==> src/rtl/ds_width_upsizer.sv <==
// ---------------------------------------------------------------------------
// ds_width_upsizer
//
// Packs RATIO consecutive IWIDTH-bit input words into one IWIDTH*RATIO-bit
// output word. The first word received lands in the LSBs. Intended to sit in
// the read-clock domain of the dual-clock DataStream FIFO and widen that
// stream for wide consumers. Sustains one input word per clock while the
// output side keeps up.
//
// Ports:
//   clk    : single clock, rising edge
//   reset  : asynchronous reset, active low
//   i_dat  : input word
//   i_val  : input word valid
//   i_rdy  : input ready (word moves on i_val & i_rdy)
//   o_dat  : packed output word, word k of a group at [k*IWIDTH +: IWIDTH]
//   o_val  : output word valid
//   o_rdy  : output ready (word moves on o_val & o_rdy)
// ---------------------------------------------------------------------------
module ds_width_upsizer #(
    parameter int IWIDTH = 8,
    parameter int RATIO  = 4
) (
    input  logic                     clk,
    input  logic                     reset,
    input  logic [IWIDTH-1:0]        i_dat,
    input  logic                     i_val,
    output logic                     i_rdy,
    output logic [IWIDTH*RATIO-1:0]  o_dat,
    output logic                     o_val,
    input  logic                     o_rdy
);

    localparam int CW = (RATIO > 1) ? $clog2(RATIO) : 1;
    localparam logic [CW-1:0] LAST_IDX = CW'(RATIO - 1);

    logic [CW-1:0]                   cnt_q, cnt_d;
    logic [RATIO-2:0][IWIDTH-1:0]    slot_q;
    logic [IWIDTH*RATIO-1:0]         o_dat_q, o_dat_d;
    logic                            o_val_q, o_val_d;

    logic is_last;
    logic accept;
    logic complete;

    assign is_last  = (cnt_q == LAST_IDX);
    // Only the final word of a group needs the output register free; the
    // earlier words go to the holding slots and may be taken under backpressure.
    assign i_rdy    = ~is_last | ~o_val_q | o_rdy;
    assign accept   = i_val & i_rdy;
    assign complete = accept & is_last;

    assign o_dat = o_dat_q;
    assign o_val = o_val_q;

    // Counter wraps explicitly at RATIO-1 so non-power-of-2 ratios never
    // reach RATIO.
    always_comb begin
        cnt_d = cnt_q;
        if (accept) begin
            if (is_last) begin
                cnt_d = '0;
            end else begin
                cnt_d = cnt_q + CW'(1);
            end
        end
    end

    // A completing group overrides the transfer-clear so back-to-back
    // groups keep o_val high.
    always_comb begin
        o_dat_d = o_dat_q;
        o_val_d = o_val_q;
        if (complete) begin
            o_dat_d = {i_dat, slot_q};
            o_val_d = 1'b1;
        end else if (o_val_q && o_rdy) begin
            o_val_d = 1'b0;
        end
    end

    always_ff @(posedge clk or negedge reset) begin
        if (!reset) begin
            cnt_q   <= '0;
            o_dat_q <= '0;
            o_val_q <= 1'b0;
        end else begin
            cnt_q   <= cnt_d;
            o_dat_q <= o_dat_d;
            o_val_q <= o_val_d;
        end
    end

    // One holding slot per non-final word position.
    generate
        for (genvar gi = 0; gi < RATIO - 1; gi++) begin : g_slot
            always_ff @(posedge clk or negedge reset) begin
                if (!reset) begin
                    slot_q[gi] <= '0;
                end else if (accept && (cnt_q == CW'(gi))) begin
                    slot_q[gi] <= i_dat;
                end
            end
        end
    endgenerate

endmodule

==> config.mk <==
export PLATFORM = sky130hd
export DESIGN_NAME = ds_width_upsizer
export DESIGN_NICKNAME = d
export VERILOG_FILES = /design/src/rtl/ds_width_upsizer.sv
export SDC_FILE = /design/constraint.sdc
export NUM_CORES = 1
export LEC_CHECK = 0
export CORE_MARGIN = 2
export CORE_UTILIZATION = 40
export CTS_BUF_LIST = sky130_fd_sc_hd__clkbuf_4
export CTS_CLUSTER_DIAMETER = 40
export DETAILED_ROUTE_END_ITERATION = 8
export SLEW_MARGIN = 10
export SYNTH_ARGS = -nofsm -noshare
export SYNTH_HDL_FRONTEND = slang
export SYNTH_SLANG_ARGS = --single-unit
==> constraint.sdc <==
create_clock -name clk -period 2 [get_ports clk]
set_clock_uncertainty 0.1 [all_clocks]
set_input_delay 0.6 -clock clk [delete_from_list [all_inputs] [get_ports clk]]
set_output_delay 0.6 -clock clk [all_outputs]
set_load 0.1 [all_outputs]
==> impl_metrics.csv <==
group,metric,value,unit
cts,root_buffer,"clkbuf_4",
routing,drt-initial-drc-count,54,
cts,cts.sinks,59,
timing,fin_crit_sh,98.8,%
die,rows,29,
cts,cts_tree,"yes",
final_layout,layout_commonest_cell,"dfrtp_1",
timing,hold_viol,0,
setup_path,worstPathRequired,1.30,ns
global_routing,grt_use_total,14.6,%
timing,rsz0062_at_grt,"true",
yosys,avgSynthCellArea,18.3,um2
setup_path,path_class,"reg2out",
run_status,status,"complete, no violations",
timing,maxSlewViolCount,0,
final_layout,fillCellCount,475,
setup_path,start_kind,"flip-flop",
cts,htree_levels,3,
yosys,synth_cells,141,
placement,dpl_worst_slack,-0.193,ns
placement,hpwl,3030,um
yosys,syn_nets,157,
die,die_w,84.3,um
hold_path,holdCritPathClass,"in2async",
setup_path,startpoint,"cnt_q[0]",
routing,wl_per_cell,16.5,um
routing,first_pass_iters,4,
timing,min_period,1.98,ns
final_layout,layout_common_cells,"dfrtp_1 (58), mux2_4 (54), buf_12 (37), clkbuf_4 (10), clkdlybuf4s50_1 (9)",
die,coreArea,6280,um2
yosys,ys_warn_count,0,
yosys,synth_area,2580,um2
routing,finalWirelength,4640,um
global_routing,grt_max_degree,60,
setup_path,ff2ff_setup_slack,0.30,ns
placement,port_buffers,45,
setup_path,arrival,1.28,ns
setup_path,crit_end,"i_rdy",
cts,hold_buffers,0,
yosys,synth_seq_area_share,57.2,%
routing,drc,0,
yosys,synth-seq-cells,59,
cts,cts_made_buffers,9,
yosys,synth_top_area_share,57.2,%
cts,clk_latency,0.40,ns
global_routing,grt_first_pass_wirelength,7860,um
routing,vias,1326,
setup_path,crit_path_end_kind,"primary output",
yosys,synth_largest_area_cell,"dfrtp_1",
setup_path,rr_worst_depth,6,
final_layout,area_growth_syn_to_layout,41.1,%
timing,tightest_slew,0.315,ns
die,die_h,84.3,um
timing,setup_ws,0.0247,ns
timing,max_clock_freq,506,MHz
die,ioPinCount,46,
global_routing,grt_overflow,0,
final_layout,n_antenna_cell,0,
yosys,synth-async-reset-ratio,100,%
die,die_area,7110,um2
job,maxCapViolCount,0,
die,floorplan.initialDensity,41.1,%
timing,max_slew_margin,79.0,%
cts,clockBufferDepth,2,
yosys,synthTopCellsByArea,"dfrtp_1 (57%), mux2_4 (31%), buf_12 (2.3%)",
final_layout,finalNetCount,216,
yosys,synth_cell_types,17,
yosys,synth_edf_count,0,
timing,setup_viol,0,
final_layout,layout-drive-gt1-share,60.0,%
global_routing,first_global_vias,1483,
global_routing,antenna_found_initial,0,
yosys,dominantRegCellSynth,"dfrtp_1",
setup_path,rr_endpoint,"slot_q[18]",
placement,gp_congestion,0.719,
cts,cts.clk_slew.worst_paths,0.10,ns
final_layout,instances_no_fill,282,
placement,dpl.cell_count,262,
setup_path,crit_path_max_fanout,3,
routing,drtAntennaViolNets,0,
routing,vias_per_cell,4.70,
setup_path,r2r_start,"cnt_q[0]",
-- kinds of logic (layout without fill, tap and decap cells) --
family / count (synthesis) / after routing / share of synthesized area, %
flops: 59 / 59 / 57.2
mux: 56 / 56 / 32.3
buf+inv: 10 / 74 / 4.51
simple gates: 8 / 8 / 3.06
fa+ha+maj: 4 / 4 / 1.94
compound gates: 4 / 4 / 0.970
-- through the flow --
step	hold WS, ns	area [um2]	setup TNS (ns)	util, %
5_1_grt	0.0861	3640	-0.0230	58.0
2_1_floorplan	0.204	2580	0	-
4_1_cts	0.0842	3630	0	57.9
3_3_place_gp	0.386	3440	-7.20	54.9
3_5_place_dp	0.393	3440	-8.22	54.9
6_report	0.0885	3640	0	58.0
-- how the worst min path moves through the flow --
stage,end,slack (ns)
4_1_cts,o_dat[15],0.08
2_1_floorplan,cnt_q[0],0.20
3_3_place_gp,o_dat[16],0.39
3_5_place_dp,o_dat[5],0.39
6_report,o_dat[14],0.09
5_1_grt,o_dat[15],0.09
-- Yosys cell counts, types with 2 or more instances --
master / number
dfrtp_1: 59
mux2_4: 54
buf_6: 4
ha_1: 4
buf_12: 3
inv_1: 3
a21oi_1: 2
and3_4: 2
mux2_2: 2
-- area by class of cell --
| type | count | area (um2) | share of cell area (%) |
|---|---|---|---|
| clock inverters | 6 | 80.1 | 2.20 |
| well taps | 77 | 96.3 | 2.65 |
| repair buffers | 55 | 897 | 24.6 |
| inverters | 3 | 11.3 | 0.309 |
| flip-flops and latches | 59 | 1480 | 40.7 |
| multi-input cells | 72 | 1000 | 27.5 |
| clock buffers | 10 | 75.1 | 2.06 |
-- layer usage --
| layer | GRT usage [%] | up-vias | wire length (um) |
|---|---|---|---|
| met5 | 0 | - | 0 |
| met1 | 20.1 | 678 | 2120 |
| met4 | 6.16 | 0 | 80 |
| met2 | 21.4 | 32 | 2220 |
| met3 | 4.62 | 7 | 225 |
| li1 | - | 609 | - |
-- what timing repair did --
item                       CTS  global route
setup buffers                3             1
gates resized for setup      3             0
pin swaps                    1             1
setup endpoints to repair    1             1
-- worst max-delay path: stages, from the launching register on --
cell      delay, ns
dfrtp_1        0.42
ha_4           0.19
nand3b_4       0.09
buf_12         0.17
-- flip-flops by register name, summed over array words and instances (netlist names) --
name    flops
o_val       1
cnt_q       2
o_dat      32
slot_q     24
Power is left out: the tool's default activity adds up to more than one toggle a clock period on the data nets, which glitch-free logic cannot reach.
